$ cat config.mk
export PLATFORM = sky130hd
export DESIGN_NAME = pipe_ctrl
export DESIGN_NICKNAME = d
export VERILOG_FILES = /design/src/rtl/pipe_ctrl_pkg.sv /design/src/rtl/pipe_ctrl_stall_watchdog.sv /design/src/rtl/pipe_ctrl.sv
export SDC_FILE = /design/constraint.sdc
export NUM_CORES = 1
export LEC_CHECK = 0
export BUFFER_PORTS_ARGS = -buffer_cell sky130_fd_sc_hd__buf_2
export CORE_MARGIN = 2
export CORE_UTILIZATION = 45
export DETAILED_ROUTE_END_ITERATION = 10
export PLACE_DENSITY = 0.75
export SLEW_MARGIN = 20
export SYNTH_ARGS = -nofsm -noshare
export SYNTH_HDL_FRONTEND = slang
export SYNTH_SLANG_ARGS = --single-unit
$ cat constraint.sdc
create_clock -name clk -period 2.07 [get_ports clk]
set_input_delay 0.1035 -clock clk [delete_from_list [all_inputs] [get_ports clk]]
set_output_delay 0.1035 -clock clk [all_outputs]
set_load 0.01 [all_outputs]
$ cat src/rtl/pipe_ctrl_pkg.sv
// -----------------------------------------------------------------------------
// pipe_ctrl_pkg
// Shared definitions for the MIPS32 pipeline stall/flush controller:
// reset polarity, register-bus type, controller state encoding and the
// per-stage stall masks. It also provides a helper that resolves the stall
// requests from ID, EX and MEM into a single stall vector.
// -----------------------------------------------------------------------------
package pipe_ctrl_pkg;

  // Level of rst that holds the controller in reset.
  localparam logic RESETABLE = 1'b0;

  localparam int REG_BUS_W = 32;
  typedef logic [REG_BUS_W-1:0] reg_bus_t;
  localparam reg_bus_t ZEROWORD = '0;

  // Controller FSM encoding.
  typedef enum logic {
    CTRL_RUN   = 1'b0,
    CTRL_FLUSH = 1'b1
  } ctrl_state_e;

  // Stall vector bit order: [0]pc [1]if [2]id [3]ex [4]mem [5]wb.
  // A stalled stage also holds every stage upstream of it. wb never stalls.
  typedef logic [5:0] stall_vec_t;
  localparam stall_vec_t STALL_MEM  = 6'b011111;
  localparam stall_vec_t STALL_EX   = 6'b001111;
  localparam stall_vec_t STALL_ID   = 6'b000111;
  localparam stall_vec_t STALL_NONE = 6'b000000;

  // The oldest requesting stage wins, because its stall mask covers the
  // masks of the younger stages.
  function automatic stall_vec_t stall_mask(input logic req_id,
                                            input logic req_ex,
                                            input logic req_mem);
    stall_vec_t mask;
    if (req_mem)     mask = STALL_MEM;
    else if (req_ex) mask = STALL_EX;
    else if (req_id) mask = STALL_ID;
    else             mask = STALL_NONE;
    return mask;
  endfunction

endpackage

$ cat src/rtl/pipe_ctrl_stall_watchdog.sv
// -----------------------------------------------------------------------------
// pipe_ctrl_stall_watchdog
// This module counts consecutive cycles in which MEM requests a stall. It
// raises o_expire combinationally in the cycle where the count would reach
// TIMEOUT_CYCLES. The count restarts from zero on any cycle without a request,
// on expiry, and whenever i_en is low.
//
// Ports:
//   clk       in   pipeline clock
//   rst       in   synchronous reset, active low
//   i_en      in   count enable (controller is in RUN)
//   i_req     in   MEM stall request (data bus not ready)
//   o_expire  out  high in the cycle the watchdog expires (combinational)
// -----------------------------------------------------------------------------
module pipe_ctrl_stall_watchdog
  import pipe_ctrl_pkg::*;
#(
  parameter int TIMEOUT_CYCLES = 16
) (
  input  logic clk,
  input  logic rst,
  input  logic i_en,
  input  logic i_req,
  output logic o_expire
);

  localparam logic [7:0] LAST_COUNT = 8'(TIMEOUT_CYCLES - 1);

  logic [7:0] r_count;
  logic       w_counting;

  assign w_counting = i_en && i_req;
  assign o_expire   = w_counting && (r_count == LAST_COUNT);

  // NOTE: registers take non-blocking assignments so every flop samples the
  // pre-edge values, independent of the order in which the processes run.
  always_ff @(posedge clk) begin
    if (rst == RESETABLE) begin
      r_count <= '0;
    end else if (!w_counting || o_expire) begin
      r_count <= '0;
    end else begin
      r_count <= r_count + 8'd1;
    end
  end

endmodule

$ cat src/rtl/pipe_ctrl.sv
// -----------------------------------------------------------------------------
// pipe_ctrl
// This is the central stall/flush controller for the 5-stage MIPS32 pipeline.
// It has the following functions:
//   - It merges the stall requests from ID, EX and MEM into one per-stage
//     stall vector. This path is combinational: the stall vector changes in
//     the same cycle as the request.
//   - It sequences the flush for an exception or eret. The flush holds for
//     FLUSH_CYCLES cycles and the module supplies the redirect PC.
//   - It runs a MEM bus-wait watchdog. On expiry the watchdog pulses
//     bus_timeout and forces a flush to EXC_VECTOR.
//   - It keeps a free-running count of the cycles in which any stage is
//     stalled. Only reset clears this count.
//
// Ports:
//   clk           in   pipeline clock
//   rst           in   synchronous reset, active low
//   stallreq_id   in   load-use hazard stall request from ID
//   stallreq_ex   in   multi-cycle op stall request from EX
//   stallreq_mem  in   data bus not ready, stall request from MEM
//   exc_valid     in   exception committed in MEM this cycle
//   exc_eret      in   qualifies exc_valid: eret, redirect to cp0_epc
//   cp0_epc       in   EPC value from CP0
//   stall         out  per-stage hold [0]pc [1]if [2]id [3]ex [4]mem [5]wb
//   flush         out  clear all pipeline registers to NOP values
//   new_pc        out  redirect address, valid while flush = 1
//   bus_timeout   out  one-cycle pulse on watchdog expiry
//   stall_cycles  out  count of cycles with any stall bit set
// -----------------------------------------------------------------------------
module pipe_ctrl
  import pipe_ctrl_pkg::*;
#(
  parameter logic [31:0] EXC_VECTOR     = 32'h0000_0020,
  parameter int          FLUSH_CYCLES   = 1,
  parameter int          TIMEOUT_CYCLES = 16
) (
  input  logic        clk,
  input  logic        rst,
  input  logic        stallreq_id,
  input  logic        stallreq_ex,
  input  logic        stallreq_mem,
  input  logic        exc_valid,
  input  logic        exc_eret,
  input  logic [31:0] cp0_epc,
  output logic [5:0]  stall,
  output logic        flush,
  output logic [31:0] new_pc,
  output logic        bus_timeout,
  output logic [31:0] stall_cycles
);

  localparam logic [2:0] FLUSH_INIT = 3'(FLUSH_CYCLES - 1);

  ctrl_state_e r_state;
  ctrl_state_e w_state_next;
  logic [2:0]  r_flush_cnt;
  reg_bus_t    r_new_pc;
  logic        r_bus_timeout;
  reg_bus_t    r_stall_cycles;
  stall_vec_t  w_stall;
  logic        w_expire;
  logic        w_in_run;

  assign w_in_run = (r_state == CTRL_RUN);

  pipe_ctrl_stall_watchdog #(
    .TIMEOUT_CYCLES(TIMEOUT_CYCLES)
  ) u_watchdog (
    .clk      (clk),
    .rst      (rst),
    .i_en     (w_in_run),
    .i_req    (stallreq_mem),
    .o_expire (w_expire)
  );

  // Next state and stall vector.
  // NOTE: every output of this block gets a default before the case, so no
  // path leaves a signal unassigned and no latch is inferred.
  always_comb begin
    w_state_next = r_state;
    w_stall      = STALL_NONE;
    case (r_state)
      CTRL_RUN: begin
        if (exc_valid || w_expire) w_state_next = CTRL_FLUSH;
        // The pipeline is redirected when an exception commits, so the
        // exception takes priority over every stall request.
        if (!exc_valid) w_stall = stall_mask(stallreq_id, stallreq_ex, stallreq_mem);
      end
      CTRL_FLUSH: begin
        if (r_flush_cnt == 3'd0) w_state_next = CTRL_RUN;
      end
      default: w_state_next = CTRL_RUN;
    endcase
    if (rst == RESETABLE) w_stall = STALL_NONE;
  end

  always_ff @(posedge clk) begin
    if (rst == RESETABLE) begin
      r_state <= CTRL_RUN;
    end else begin
      r_state <= w_state_next;
    end
  end

  // Flush sequencing and redirect target.
  always_ff @(posedge clk) begin
    if (rst == RESETABLE) begin
      r_flush_cnt   <= '0;
      r_new_pc      <= ZEROWORD;
      r_bus_timeout <= 1'b0;
    end else begin
      r_bus_timeout <= w_expire;
      if (w_in_run) begin
        // If an exception and a watchdog expiry occur in the same cycle,
        // the exception selects the target. bus_timeout still pulses.
        if (exc_valid) begin
          r_new_pc    <= exc_eret ? cp0_epc : EXC_VECTOR;
          r_flush_cnt <= FLUSH_INIT;
        end else if (w_expire) begin
          r_new_pc    <= EXC_VECTOR;
          r_flush_cnt <= FLUSH_INIT;
        end
      end else if (r_flush_cnt != 3'd0) begin
        r_flush_cnt <= r_flush_cnt - 3'd1;
      end
    end
  end

  // Performance counter. It wraps silently and a flush does not clear it.
  always_ff @(posedge clk) begin
    if (rst == RESETABLE) begin
      r_stall_cycles <= ZEROWORD;
    end else if (w_stall != STALL_NONE) begin
      r_stall_cycles <= r_stall_cycles + 32'd1;
    end
  end

  assign stall        = w_stall;
  assign flush        = (r_state == CTRL_FLUSH);
  assign new_pc       = r_new_pc;
  assign bus_timeout  = r_bus_timeout;
  assign stall_cycles = r_stall_cycles;

endmodule
==> flow_summary_export.csv, run 1 <==
group,metric,value,unit
placed_design,placedCellCount,581,
worst_setup_path,cp.arrival,2.28,ns
logic_synthesis,synth-seq-cells,77,
logic_synthesis,synth-compound-area-share,10.3,%
logic_synthesis,synth_fp_nets,428,
cells_and_area,drive_above_1_share,28.6,%
placed_design,placed_cell_area,4070,um2
detailed_routing,num_vias,3221,
sta,fin_crit,2.01,ns
sta,finalHoldViolCount,0,
logic_synthesis,yosysWarnings,0,
cells_and_area,final_common_cell,"buf_2",
clock_network,cts_tree,"done",
cells_and_area,num_antenna_cells,0,
die,core-area,7250,um2
worst_setup_path,r2r-start,"flush",
placed_design,gp_congestion,0.763,
cells_and_area,layout.nets,556,
logic_synthesis,synthCells,385,
cells_and_area,fin_area,4510,um2
clock_network,cts_sinks,77,
die,initial_core_util,46.6,%
clock_network,clk_pin_slew,0.07,ns
logic_synthesis,synth_xor_xnor_area_share,3.37,%
detailed_routing,wire_per_inst,13.3,um
logic_synthesis,synth_top_family_by_area,"simple AND/OR/NAND/NOR gates",
worst_hold_path,hold_path_depth,3,
sta,max_freq,497,MHz
sta,timing.final.ws_setup,0.0562,ns
global_route,grt_max_degree,61,
logic_synthesis,yosys.area_share.adder,1.48,%
logic_synthesis,syn_area_per_cell,8.78,um2
worst_hold_path,hold_class,"input pin to flop",
sta,slew_viol_final,0,
die,dieHeight,90.7,um
cells_and_area,final_cell_mix,"110 x buf_2, 77 x nand2_1, 77 x dfxtp_1, 35 x mux2i_1, 21 x nor2_1",
detailed_routing,antenna_left,0,
sta,slew_headroom,59.1,%
clock_network,clk_latency,0.34,ns
worst_setup_path,reg2reg_slack,0.06,ns
worst_setup_path,setup.worst_path.start,"flush",
global_route,antenna_found_initial,0,
sta,worst_slew_pin_slew,0.613,ns
worst_hold_path,min_from,"cp0_epc[22]",
detailed_routing,drt-total-wl,8190,um
die,ioPinCount,111,
die,die_area,8220,um2
worst_setup_path,rr_endpoint,"stall_cycles[31]",
die,rows,31,
global_route,track_usage,20.6,%
status,status,"finished, final reports clean",
global_route,grt_overflow,0,
logic_synthesis,synthMuxAreaShare,10.4,%
logic_synthesis,synthSimpleGateAreaFrac,23.8,%
worst_setup_path,crit_path_max_fanout,8,
placed_design,portBuffers,109,
logic_synthesis,yosysSeqAreaShare,45.6,%
logic_synthesis,syn_area,3380,um2
clock_network,clk_path_buf_depth,2,
placed_design,pre_cts_ws,-0.0405,ns
sta,rsz0062_at_grt,"no",
worst_hold_path,holdPathEnd,"new_pc[22]",
global_route,grt_pass1_vias,3087,
sta,finalHoldWorstSlack,0.00728,ns
detailed_routing,first_pass_iters,4,
cells_and_area,layout.cells.non_filler,616,
global_route,grt_first_pass_wirelength,14000,um
detailed_routing,via_per_inst,5.23,
cells_and_area,areaGrowthSynthToFinish,33.4,%
job,cap_violations,0,
sta,setup_viol,0,
cells_and_area,fill_cells,654,
power_and_ir_drop,worst_ir_drop_vdd,325,uV
worst_setup_path,r2r_cells,5,
power_and_ir_drop,leakage,1.92,nW
worst_setup_path,endpoint_kind,"flop",
logic_synthesis,ys_types,38,
worst_setup_path,start_kind,"flop",
detailed_routing,drc,0,
clock_network,cts_max_level,3,
worst_setup_path,path_class,"flop to flop",
clock_network,cts-buffers-inserted,9,
detailed_routing,drt-initial-drc-count,115,
clock_network,clockRootBuffer,"clkbuf_8",
sta,finClkSkew,0.00505,ns
worst_setup_path,critical_path_required,2.34,ns
power_and_ir_drop,powerDensity,647,nW/um2
die,die_w,90.7,um
sta,period_share,97.3,%
placed_design,dp_hpwl,5430,um
-- area by class of cell --
type | instances | area, um2 | share of cell area [%]
Inverter | 11 | 41.3 | 0.916
Tap cell | 99 | 124 | 2.75
Clock buffer | 14 | 163 | 3.61
Clock inverter | 1 | 30.0 | 0.666
Multi-Input combinational cell | 268 | 1730 | 38.3
Timing Repair Buffer | 146 | 882 | 19.6
Sequential cell | 77 | 1540 | 34.2
-- sequential cells by signal, indices dropped and copies added, names as in the netlist --
register	count
r_flush_cnt	3
stall_cycles	32
new_pc	32
bus_timeout	1
flush	1
u_watchdog.r_count	8
-- worst max-delay path, cell delays in order (launching register included) --
cell and delay [ns]:
dfxtp_1 0.31, or3b_4 0.39, or4_4 0.55, buf_6 0.16, nor4_2 0.32, mux2i_1 0.21
-- through the flow --
stage          power (mW)  util (%)  setup TNS (ns)
2_1_floorplan        1.69         -               0
3_3_place_gp         1.79      56.1               0
3_5_place_dp         1.80      56.1         -0.0657
4_1_cts              2.94      61.5               0
5_1_grt              3.04      62.1               0
6_report             2.91      62.1               0
-- Yosys cell counts, drive strengths merged --
| master | number | area [um2] |
|---|---|---|
| dfxtp | 77 | 1540 |
| nand2 | 77 | 289 |
| mux2i | 35 | 350 |
| nor2 | 22 | 82.6 |
| clkbuf | 20 | 75.1 |
| nand3 | 13 | 65.1 |
| a21oi | 12 | 60.1 |
| inv | 11 | 41.3 |
| o311ai | 10 | 87.6 |
| o41ai | 10 | 87.6 |
| xnor2 | 10 | 87.6 |
| buf | 9 | 51.3 |
| nand2b | 9 | 56.3 |
| or3 | 8 | 50.1 |
| nand4 | 7 | 43.8 |
| o21ai | 7 | 35.0 |
| and4 | 6 | 52.6 |
| nor4 | 6 | 37.5 |
| or4 | 5 | 37.5 |
| and3 | 4 | 25.0 |
| ha | 4 | 50.1 |
| o31ai | 4 | 30.0 |
| xor2 | 3 | 26.3 |
| nand3b | 2 | 15.0 |
| nor3 | 2 | 10.0 |
| nor3b | 2 | 15.0 |
| o32ai | 2 | 17.5 |
| a311oi | 1 | 8.76 |
| a31oi | 1 | 6.26 |
| and2 | 1 | 6.26 |
| conb | 1 | 3.75 |
| nor4b | 1 | 8.76 |
| o211a | 1 | 10.0 |
| o22ai | 1 | 6.26 |
| or3b | 1 | 8.76 |
-- logic make-up after synthesis --
group,Yosys count
AO/OA/AOI/OAI,49
XOR/XNOR,13
adder cells (fa/ha/maj),4
buffers and inverters,40
flip-flops,77
multiplexers,35
other,1
AND/OR/NAND/NOR,166
-- how the worst max path moves through the flow --
stage	cells past startpoint	end	slack (ns)
after floorplan	6	stall_cycles[21]	0.02
after global placement	5	stall_cycles[27]	0.07
after detailed placement	5	stall_cycles[24]	-0.04
after CTS	5	stall_cycles[27]	0.02
after global routing	5	stall_cycles[31]	0.01
final	5	stall_cycles[31]	0.06
-- per-layer routing --
layer	GRT usage, %	routed length (um)	vias to the layer above
met2	35.9	4090	92
met4	7.05	75	0
met1	24.2	3570	1523
met5	0	0	-
li1	-	-	1601
met3	5.68	458	5
-- repair_timing --
item,in CTS,in global routing
hold endpoints to repair,17,1
endpoints found under the setup margin,4,9
hold buffers,17,1
setup buffers,0,1
pin swaps,0,2
cloned,0,1
gates resized for setup,5,8
-- power breakdown --
group	leakage, nW	internal (mW)	switching (mW)
clock network	0.0968	0.619	0.506
logic	1.20	0.131	0.141
registers	0.622	1.50	0.0124
Note: power is estimated with default switching activity, not from simulation.
==> inputs of run 2 (changes only) <==
--- a/config.mk
+++ b/config.mk
@@ -9,8 +9,9 @@
 export CORE_MARGIN = 2
 export CORE_UTILIZATION = 45
 export DETAILED_ROUTE_END_ITERATION = 10
-export PLACE_DENSITY = 0.75
+export PLACE_DENSITY = 0.81
 export SLEW_MARGIN = 20
 export SYNTH_ARGS = -nofsm -noshare
 export SYNTH_HDL_FRONTEND = slang
+export SYNTH_HIERARCHICAL = 1
 export SYNTH_SLANG_ARGS = --single-unit
==> run 2 against run 1 <==
  * Clock power grew 20%
  * Sequential share of layout area grew 1.8 points
  * Clock skew grew 0.0068 ns
==> flow_summary_export.csv, run 2 <==
group,metric,value,unit
status,status,"finished, final reports clean",
power_and_ir_drop,switching_share,22.6,%
die,ioPinCount,111,
logic_synthesis,yosys.area.top_type,"dfxtp_1",
worst_hold_path,hold_class,"input pin to flop",
cells_and_area,final_common_cell,"buf_2",
worst_setup_path,crit_path_max_fanout,14,
worst_setup_path,r2r_cells,5,
logic_synthesis,yosysSeqAreaShare,46.9,%
worst_setup_path,critical_path_required,2.35,ns
worst_setup_path,path_class,"flop to flop",
logic_synthesis,synth_most_common_cell,"dfxtp_1",
power_and_ir_drop,total_power,3.10,mW
logic_synthesis,synth-seq-cells,77,
placed_design,placedCellCount,590,
global_route,grt_max_degree,38,
clock_network,cts_tree,"done",
cells_and_area,layout.nets,553,
worst_setup_path,cp_cell_sequence,"and4_1 > and4_2 > nand4_4 > or4_1 > a21oi_1",
sta,max_freq,509,MHz
cells_and_area,multi_input_area,1620,um2
placed_design,portBuffers,109,
worst_setup_path,cp_num_buf_inv,0,
sta,fin_crit,1.97,ns
detailed_routing,drt-total-wl,7860,um
power_and_ir_drop,pwr-share-clk,43.8,%
worst_setup_path,reg2reg_slack,0.10,ns
worst_setup_path,endpoint_kind,"flop",
sta,setup_viol,0,
detailed_routing,wire_per_inst,12.8,um
worst_setup_path,crit_slowest_cell,"or4_1",
detailed_routing,drt-initial-drc-count,151,
sta,finalHoldViolCount,0,
clock_network,clk_latency,0.34,ns
worst_setup_path,setup.worst_path.start,"stall_cycles[12]",
sta,finClkSkew,0.0119,ns
die,initial_core_util,45.8,%
logic_synthesis,ys.flop_type,"dfxtp_1",
worst_setup_path,cp.arrival,2.24,ns
global_route,grt_overflow,0,
logic_synthesis,yosysWarnings,6,
placed_design,gp_congestion,0.855,
power_and_ir_drop,power_frac_comb,7.3,%
power_and_ir_drop,pwr-share-seq,48.9,%
die,core-area,7180,um2
logic_synthesis,synthTopCellsByArea,"dfxtp_1 47%, a21oi_1 7.3%, nand3_1 7.0%",
logic_synthesis,synth_fp_nets,437,
power_and_ir_drop,switching_power,698,uW
logic_synthesis,ys_types,45,
clock_network,clk_path_buf_depth,2,
clock_network,cts_sinks,77,
cells_and_area,layout.cells.non_filler,614,
die,rows,31,
power_and_ir_drop,intPower,2.40,mW
cells_and_area,fill_cells,643,
die,die_area,8010,um2
worst_hold_path,holdPathEnd,"new_pc[7]",
worst_setup_path,start_kind,"flop",
sta,slew_viol_final,0,
worst_hold_path,min_from,"cp0_epc[7]",
detailed_routing,first_pass_iters,4,
global_route,antenna_found_initial,0,
cells_and_area,drive_above_1_share,29.7,%
clock_network,cts_max_level,3,
cells_and_area,areaGrowthSynthToFinish,30.2,%
detailed_routing,num_vias,3150,
global_route,track_usage,19.4,%
worst_setup_path,crit_family,"simple AND/OR/NAND/NOR gates",
clock_network,clockRootBuffer,"clkbuf_8",
placed_design,dp_hpwl,5470,um
job,cap_violations,0,
logic_synthesis,netlist.area_leader.share,46.9,%
die,die_w,89.5,um
sta,period_share,94.9,%
logic_synthesis,syn_area_per_cell,8.35,um2
global_route,grt_pass1_vias,2753,
power_and_ir_drop,worst_ir_drop_vdd,407,uV
clock_network,post_cts_buffers,0,
die,dieHeight,89.5,um
global_route,grt_first_pass_wirelength,12200,um
logic_synthesis,async_reset_ff_share,0,%
logic_synthesis,syn_area,3290,um2
detailed_routing,drc,0,
detailed_routing,antenna_left,0,
worst_hold_path,hold_path_depth,3,
logic_synthesis,synthCells,394,
worst_setup_path,r2r-start,"stall_cycles[12]",
power_and_ir_drop,powerDensity,723,nW/um2
worst_setup_path,worst_path_largest_cell_delay,0.50,ns
worst_setup_path,rr_endpoint,"stall_cycles[24]",
clock_network,clk_pin_slew,0.09,ns
cells_and_area,num_antenna_cells,0,
power_and_ir_drop,leakage,1.79,nW
logic_synthesis,synth_edf_count,0,
clock_network,cts-buffers-inserted,9,
logic_synthesis,yosys-top-cells-count,"77 x dfxtp_1, 50 x nand2_1, 48 x a21oi_1, 46 x nand3_1, 33 x nor2_1",
cells_and_area,regArea,1540,um2
detailed_routing,via_per_inst,5.13,
cells_and_area,final_cell_mix,"109 x buf_2, 77 x dfxtp_1, 50 x nand2_1, 48 x a21oi_1, 46 x nand3_1",
## run 2: changes by cell type in the layout (fill, tap and decap cells not counted), moves of 6 or more
cell / delta
dlygate4sd3_1: -10
nand2b_1: -6
o41ai_1: -10
nand4_1: +6
nand3_1: +33
nor2_1: +11
a21oi_1: +36
mux2i_1: -34
xor2_1: +9
nand2_1: -27
## run 2: timing repair
| action | CTS | global route |
|---|---|---|
| resized for setup | 0 | 2 |
| hold buffers | 8 | 0 |
| setup endpoints to repair | 0 | 5 |
| hold endpoints to repair | 8 | 0 |
## run 2: worst max path at each step
| stage | endpoint | cells past startpoint |
|---|---|---|
| after floorplan | new_pc[22] | 8 |
| final | stall_cycles[24] | 5 |
| after CTS | new_pc[6] | 7 |
| after global placement | stall_cycles[24] | 5 |
| after detailed placement | new_pc[6] | 7 |
| after global routing | new_pc[0] | 8 |
## run 2: kinds of logic (layout without fill, tap and decap cells)
kind of cell / Yosys count / after routing / synth area share [%]
adder cells (fa/ha/maj): 4 / 4 / 1.52
XOR/XNOR: 21 / 21 / 5.59
AO/OA/AOI/OAI: 69 / 69 / 11.8
buffers and inverters: 32 / 153 / 4.60
multiplexers: 1 / 1 / 0.304
flip-flops: 77 / 77 / 46.9
other: 1 / 1 / 0.114
AND/OR/NAND/NOR: 189 / 189 / 29.3
## run 2: metrics by stage
stage	util, %	hold WS, ns	setup TNS (ns)	area [um2]	setup WS [ns]
after floorplan	-	0.221	0	3290	0.280
after global placement	55.0	0.360	0	3950	0.221
after detailed placement	55.0	0.366	0	3950	0.131
after CTS	59.5	0.000310	0	4270	0.0958
after global routing	59.7	0.00120	-0.0211	4280	-0.0211
final	59.7	0.0164	0	4280	0.105
## run 2: final cells by class
cell class / count / area share, %
Inverter: 8 / 0.760
Clock buffer: 10 / 2.98
Multi-Input combinational cell: 285 / 37.8
Timing Repair Buffer: 129 / 17.0
Sequential cell: 77 / 36.0
Tap cell: 99 / 2.89
Clock inverter: 6 / 2.60
## run 2: power by group through the flow
stage	clock, mW	sequential [mW]	combinational [mW]
final	1.36	1.51	0.226
after detailed placement	0	1.55	0.214
after global placement	0	1.55	0.210
after global routing	1.45	1.52	0.249
after CTS	1.38	1.51	0.226
after floorplan	0	1.56	0.106
## run 2: routing by layer
| layer | vias up | global-route usage, % | wire [um] |
|---|---|---|---|
| met5 | - | 0 | 0 |
| met4 | 0 | 6.24 | 64 |
| met3 | 7 | 6.19 | 522 |
| met2 | 98 | 33.2 | 3880 |
| met1 | 1449 | 23.1 | 3390 |
| li1 | 1596 | - | - |
## run 2: tightest hold or removal path, cell delays in order
cell     delay (ns)
buf_2          0.10
nand3_1        0.05
a21oi_1        0.05
